## config.mk

```make
export PLATFORM = sky130hd
export DESIGN_NAME = rf_write_arbiter
export DESIGN_NICKNAME = d
export VERILOG_FILES = /design/src/rtl/rf_write_arbiter.sv
export SDC_FILE = /design/constraint.sdc
export NUM_CORES = 1
export LEC_CHECK = 0
export CORE_ASPECT_RATIO = 0.9
export CORE_MARGIN = 4
export CORE_UTILIZATION = 31
export CTS_CLUSTER_SIZE = 14
export DETAILED_ROUTE_END_ITERATION = 10
export PLACE_DENSITY_LB_ADDON = 0.25
export SETUP_SLACK_MARGIN = 0.4
export SYNTH_ARGS = -nofsm -noshare
export SYNTH_HDL_FRONTEND = slang
export SYNTH_SLANG_ARGS = --single-unit
```

## constraint.sdc

```tcl
create_clock -name clk -period 5.7 [get_ports clk]
set_input_delay 1.14 -clock clk [delete_from_list [all_inputs] [get_ports clk]]
set_output_delay 1.14 -clock clk [all_outputs]
set_load 0.05 [all_outputs]
```

## src/rtl/rf_write_arbiter.sv

```systemverilog
// ---------------------------------------------------------------------------
// rf_write_arbiter
//
// Purpose:
//   Shares the single write port of the 16 x 32 register file between the
//   ALU writeback path (wb) and the load-return path (ld). It also keeps a
//   scoreboard of registers with an outstanding load, so that:
//     - decode sees read-after-write hazards (hazard1/hazard2),
//     - ALU writebacks to a register with a pending load are stalled (WAW),
//     - a load returning to an unreserved register raises err_stray.
//
// Configuration macro:
//   RFARB_ROUND_ROBIN_EN - when defined, contention between wb and ld is
//   resolved round-robin (ld wins the first contention after reset). When
//   undefined, ld always wins and wb_ready also requires ld_valid = 0.
//
// Ports:
//   clk, res                    clock, asynchronous active-low reset
//   wb_valid/wb_rd/wb_data      ALU writeback request, wb_ready = granted
//   ld_valid/ld_rd/ld_data      load-return request, ld_ready = granted
//   rsv_valid/rsv_rd            load-destination reservation, rsv_ready
//   chk_rs1/chk_rs2             decode sources, hazard1/hazard2 = busy
//   rf_wrtEn/rf_rd/rf_wrtData   registered register-file write port
//   busy                        scoreboard vector
//   err_stray                   sticky stray-load flag
// ---------------------------------------------------------------------------
module rf_write_arbiter #(
    parameter int NREGS = 16,
    parameter int AW    = 4,
    parameter int DW    = 32
) (
    input  logic             clk,
    input  logic             res,
    input  logic             wb_valid,
    input  logic [AW-1:0]    wb_rd,
    input  logic [DW-1:0]    wb_data,
    output logic             wb_ready,
    input  logic             ld_valid,
    input  logic [AW-1:0]    ld_rd,
    input  logic [DW-1:0]    ld_data,
    output logic             ld_ready,
    input  logic             rsv_valid,
    input  logic [AW-1:0]    rsv_rd,
    output logic             rsv_ready,
    input  logic [AW-1:0]    chk_rs1,
    input  logic [AW-1:0]    chk_rs2,
    output logic             hazard1,
    output logic             hazard2,
    output logic             rf_wrtEn,
    output logic [AW-1:0]    rf_rd,
    output logic [DW-1:0]    rf_wrtData,
    output logic [NREGS-1:0] busy,
    output logic             err_stray
);

    logic [NREGS-1:0] busy_q, busy_d;
    logic             wrEn_q, wrEn_d;
    logic [AW-1:0]    rd_q, rd_d;
    logic [DW-1:0]    data_q, data_d;
    logic             fromLd_q, fromLd_d;
    logic             err_q, err_d;

    logic wbElig;
    logic wbGrant;
    logic ldGrant;
    logic rsvGrant;

    // A writeback may only proceed when no load is pending for its target.
    assign wbElig = ~busy_q[wb_rd];

`ifdef RFARB_ROUND_ROBIN_EN
    // prefLd_q = 1 means ld wins the next contention; it flips only when
    // both requesters are valid and eligible in the same cycle.
    logic prefLd_q, prefLd_d;
    logic contention;

    always_comb begin
        contention = wb_valid & wbElig & ld_valid;
        ld_ready   = ~(wb_valid & wbElig) | prefLd_q;
        wb_ready   = wbElig & (~ld_valid | ~prefLd_q);
        prefLd_d   = prefLd_q;
        if (contention) begin
            prefLd_d = ~prefLd_q;
        end
    end

    always_ff @(posedge clk or negedge res) begin
        if (!res) begin
            prefLd_q <= 1'b1;
        end else begin
            prefLd_q <= prefLd_d;
        end
    end
`else
    // Fixed priority: a load return is never held off.
    always_comb begin
        ld_ready = 1'b1;
        wb_ready = wbElig & ~ld_valid;
    end
`endif

    assign ldGrant   = ld_valid & ld_ready;
    assign wbGrant   = wb_valid & wb_ready;
    assign rsv_ready = ~busy_q[rsv_rd];
    assign rsvGrant  = rsv_valid & rsv_ready;

    // Next-state for the output stage and scoreboard. The clear is applied
    // before the set; they can only collide on the same register if a
    // reservation were accepted while busy, which rsv_ready forbids.
    always_comb begin
        wrEn_d   = ldGrant | wbGrant;
        rd_d     = rd_q;
        data_d   = data_q;
        fromLd_d = fromLd_q;
        busy_d   = busy_q;
        err_d    = err_q;

        if (ldGrant) begin
            rd_d     = ld_rd;
            data_d   = ld_data;
            fromLd_d = 1'b1;
        end else if (wbGrant) begin
            rd_d     = wb_rd;
            data_d   = wb_data;
            fromLd_d = 1'b0;
        end

        if (wrEn_q && fromLd_q) begin
            busy_d[rd_q] = 1'b0;
        end
        if (rsvGrant) begin
            busy_d[rsv_rd] = 1'b1;
        end

        if (ldGrant && !busy_q[ld_rd]) begin
            err_d = 1'b1;
        end
    end

    // State registers; reset discards any write sitting in the output stage.
    always_ff @(posedge clk or negedge res) begin
        if (!res) begin
            wrEn_q   <= 1'b0;
            rd_q     <= '0;
            data_q   <= '0;
            fromLd_q <= 1'b0;
            busy_q   <= '0;
            err_q    <= 1'b0;
        end else begin
            wrEn_q   <= wrEn_d;
            rd_q     <= rd_d;
            data_q   <= data_d;
            fromLd_q <= fromLd_d;
            busy_q   <= busy_d;
            err_q    <= err_d;
        end
    end

    assign rf_wrtEn   = wrEn_q;
    assign rf_rd      = rd_q;
    assign rf_wrtData = data_q;
    assign busy       = busy_q;
    assign err_stray  = err_q;
    assign hazard1    = busy_q[chk_rs1];
    assign hazard2    = busy_q[chk_rs2];

endmodule

```

==> impl_metrics.tcl <==
set metrics [dict create \
    outcome "finished, final reports clean" \
    rr_startpoint "busy[5]$_DFF_PN0_" \
    rows 37 \
    die_w_um 122 \
    htree_levels 2 \
    timing_max_transition_violations_final 0 \
    syn_nets 453 \
    cp.depth 5 \
    critical_path_class "input port to output port" \
    rrSetupSlack_ns 3.15 \
    timing.critical_path.from "rsv_rd[0]" \
    post_route_cells_drive_above_1_share 0.0861 \
    topRoutingLayerUsed "met4" \
    drv_cap 0 \
    met1_length_um 5130 \
    irDropWorstVdd_mv 0.242 \
    cts_resized 0 \
    synth_cells 364 \
    cts_made_buffers 5 \
    detail_route.first_pass.iterations 4 \
    reg2reg_depth 5 \
    critPathCaptureType "output port" \
    worst_path_max_delay_cell "sky130_fd_sc_hd__clkdlybuf4s50_1" \
    p_comb_frac 0.559 \
    num-fill-cells 1098 \
    p_sw_frac 0.479 \
    upper_clock_frequency_limit_mhz 201 \
    min-delay-path-class "flip-flop to flip-flop" \
    wire_length_of_the_first_global_routing_pass_um 19100 \
    rsz_0062_raised_after_global_routing "false" \
    vias 3411 \
    finish.utilization 0.463 \
    ys_ff_latch 55 \
    wl_met2_um 5210 \
    diodes 0 \
    postSynthAreaPerCell_sq_um 9.97 \
    cts-root-to-sink-buffers 2 \
    grt.overflow.total 0 \
    worstSkewPairLatency_ns 0.29 \
    post-route-min-period_ns 4.98 \
    antenna_violations_before_repair 0 \
    detail_route.vias_per_cell 5.30 \
    synth.lib_cells_used.distinct 33 \
    worst_setup_hold_path_clk_slew_ns 0.07 \
    worst-endpoint-required_ns 4.56 \
    dieArea_sq_um 13500 \
    hpwlAfterDp_um 8170 \
    synthesis.area_sq_um 3630 \
    static-leakage-power_nw 2.05 \
    hold_buffers 0 \
    detailedRoute.firstIterationViolations 202 \
    worst_slew_pin_slew_ns 0.986 \
    critical_path_arrival_ns 3.84 \
    portion_of_total_power_attributed_to_the_clock_network 0.145 \
    cts.root.buffer_cell "sky130_fd_sc_hd__clkbuf_16" \
    grt_start_max_net_pins 111 \
    p_switching_mw 1.09 \
    grt.total_usage 0.174 \
    initial_utilization 0.317 \
    post_drt_wl_per_cell_um 18.2 \
    post-cts-setup-buffer-count 0 \
    top_level_ports 148 \
    power.sequential.fraction 0.296 \
    route.met3.wl_um 1250 \
    cp-endpoint "rsv_ready" \
    chipHeight_um 111 \
    worst_clock_skew_ns 0.00499 \
    setup-tns-final_ns 0 \
    critPathTopFamily "buffers and inverters" \
    worstPathMaxFanout 12 \
    most-common-layout-cells "143 x sky130_fd_sc_hd__clkdlybuf4s50_1, 55 x sky130_fd_sc_hd__dfrtp_1, 42 x sky130_fd_sc_hd__nand2_1" \
    crit_path_start_kind "input port" \
    synth-warning-count 0 \
    crit-reg2reg-capture "rf_wrtData[17]$_DFFE_PN0P_" \
    gpl.final_weighted_congestion 0.906 \
    first_global_vias 3480 \
    port_buffers 146 \
    post-route-drc-count 0 \
    maximum_cell_stage_delay_along_the_critical_path_ns 0.80 \
    tritoncts "built" \
    fin_nets 576 \
    pwr_density_cell_nw_per_um2 429 \
    timing.slew.headroom 0.342 \
    design.core.area_sq_um 11400 \
    path_cells "clkdlybuf4s50_1, mux4_2, mux4_2, inv_1, clkdlybuf4s50_1" \
    intPower_mw 1.18 \
    area_growth_syn_to_layout_pct 46.0 \
    mostFrequentLayoutCell "sky130_fd_sc_hd__clkdlybuf4s50_1" \
    post-route-period-util 0.873 \
    setup-violations-final 0 \
    synth-seq-area-share 0.379 \
    detail_route.wirelength_um 11700 \
    number_of_antenna_violating_nets_in_the_routed_design 0 \
    timing.final.hold_violations 0 \
    numClockSinks 55 \
    crit_path_buffers_inverters 3 \
]
[cell usage after synthesis]
cell	count	share of area
sky130_fd_sc_hd__o21ai_0	29	0.040
sky130_fd_sc_hd__o221ai_1	35	0.084
sky130_fd_sc_hd__buf_2	6	0.0083
sky130_fd_sc_hd__and3b_1	1	0.0024
sky130_fd_sc_hd__buf_4	1	0.0021
sky130_fd_sc_hd__o31ai_1	2	0.0041
sky130_fd_sc_hd__nand2_1	42	0.043
sky130_fd_sc_hd__nor2b_1	36	0.062
sky130_fd_sc_hd__or2_2	1	0.0017
sky130_fd_sc_hd__nor2_1	3	0.0031
sky130_fd_sc_hd__mux2_1	8	0.025
sky130_fd_sc_hd__buf_1	1	0.0010
sky130_fd_sc_hd__o22a_4	1	0.0048
sky130_fd_sc_hd__a22o_1	1	0.0024
sky130_fd_sc_hd__a21o_1	1	0.0021
sky130_fd_sc_hd__or3_1	1	0.0017
sky130_fd_sc_hd__nand2b_1	5	0.0086
sky130_fd_sc_hd__a211oi_1	1	0.0021
sky130_fd_sc_hd__buf_6	4	0.012
sky130_fd_sc_hd__mux4_2	22	0.14
sky130_fd_sc_hd__nand3_1	2	0.0028
sky130_fd_sc_hd__dfrtp_1	55	0.38
sky130_fd_sc_hd__o311ai_1	29	0.070
sky130_fd_sc_hd__inv_1	37	0.038
sky130_fd_sc_hd__conb_1	1	0.0010
sky130_fd_sc_hd__o21bai_1	1	0.0021
sky130_fd_sc_hd__nand4b_1	2	0.0048
sky130_fd_sc_hd__nand3b_1	2	0.0041
sky130_fd_sc_hd__or3b_2	2	0.0048
sky130_fd_sc_hd__nand4_1	2	0.0034
sky130_fd_sc_hd__o311ai_0	6	0.014
sky130_fd_sc_hd__o21ba_2	1	0.0028
sky130_fd_sc_hd__clkbuf_1	23	0.024
[worst reg2reg max path, stage by stage, from the launching register on]
cell and delay [ns]:
sky130_fd_sc_hd__dfrtp_1 0.50, sky130_fd_sc_hd__mux2_1 0.34, sky130_fd_sc_hd__mux4_2 0.46, sky130_fd_sc_hd__buf_4 0.26, sky130_fd_sc_hd__o22a_4 0.47, sky130_fd_sc_hd__o311ai_0 0.40
[sequential cells by signal (all words and copies together), names as in the netlist]
signal	flops
rf_wrtData	32
busy	16
rf_rd	4
err_stray	1
fromLd_q	1
rf_wrtEn	1
[power groups by stage]
stage | logic (mW) | clock network [mW] | registers (mW)
2_1_floorplan | 0.500 | 0 | 0.977
3_3_place_gp | 1.26 | 0 | 0.680
3_5_place_dp | 1.28 | 0 | 0.675
4_1_cts | 1.28 | 0.337 | 0.668
5_1_grt | 1.35 | 0.351 | 0.688
6_report | 1.27 | 0.330 | 0.672
[cell families after synthesis]
group | share of synthesized area
DFF | 0.379
muxes | 0.161
other | 0.00103
buffers and inverters | 0.0859
AOI/OAI and AO/OA | 0.229
and+or+nand+nor | 0.143
[layout make-up]
class	instances	area [sq um]	share of cell area
clock buffers	8	156	0.0295
well taps	156	195	0.0369
multi-input cells	237	1940	0.366
flip-flops and latches	55	1380	0.260
inverters	37	139	0.0262
repair buffers	151	1490	0.281
[worst min path at each step]
| stage | from | to | cells past startpoint |
|---|---|---|---|
| floorplan | fromLd_q$_DFFE_PN0P_ | fromLd_q$_DFFE_PN0P_ | 1 |
| global placement | err_stray$_DFFE_PN0P_ | err_stray$_DFFE_PN0P_ | 1 |
| detailed placement | err_stray$_DFFE_PN0P_ | err_stray$_DFFE_PN0P_ | 1 |
| CTS | err_stray$_DFFE_PN0P_ | err_stray$_DFFE_PN0P_ | 1 |
| global route | err_stray$_DFFE_PN0P_ | err_stray$_DFFE_PN0P_ | 1 |
| finish | err_stray$_DFFE_PN0P_ | err_stray$_DFFE_PN0P_ | 1 |
[through the flow]
step | cells | setup WS [ns] | instance area, sq um | power [mW] | hold slack (ns)
2_1_floorplan | 364 | 0.956 | 3630 | 1.48 | 0.487
3_3_place_gp | 636 | 0.755 | 5140 | 1.94 | 0.462
3_5_place_dp | 636 | 0.703 | 5140 | 1.95 | 0.463
4_1_cts | 644 | 0.699 | 5300 | 2.28 | 0.484
5_1_grt | 644 | 0.591 | 5300 | 2.38 | 0.531
6_report | 644 | 0.722 | 5300 | 2.27 | 0.478
[metal layers]
metal  up-vias  track usage
met3        10       0.0573
met5         -            0
met1      1621        0.249
met4         0       0.0291
met2       156        0.263
li1       1624            -
(Power assumes the default switching activity.)
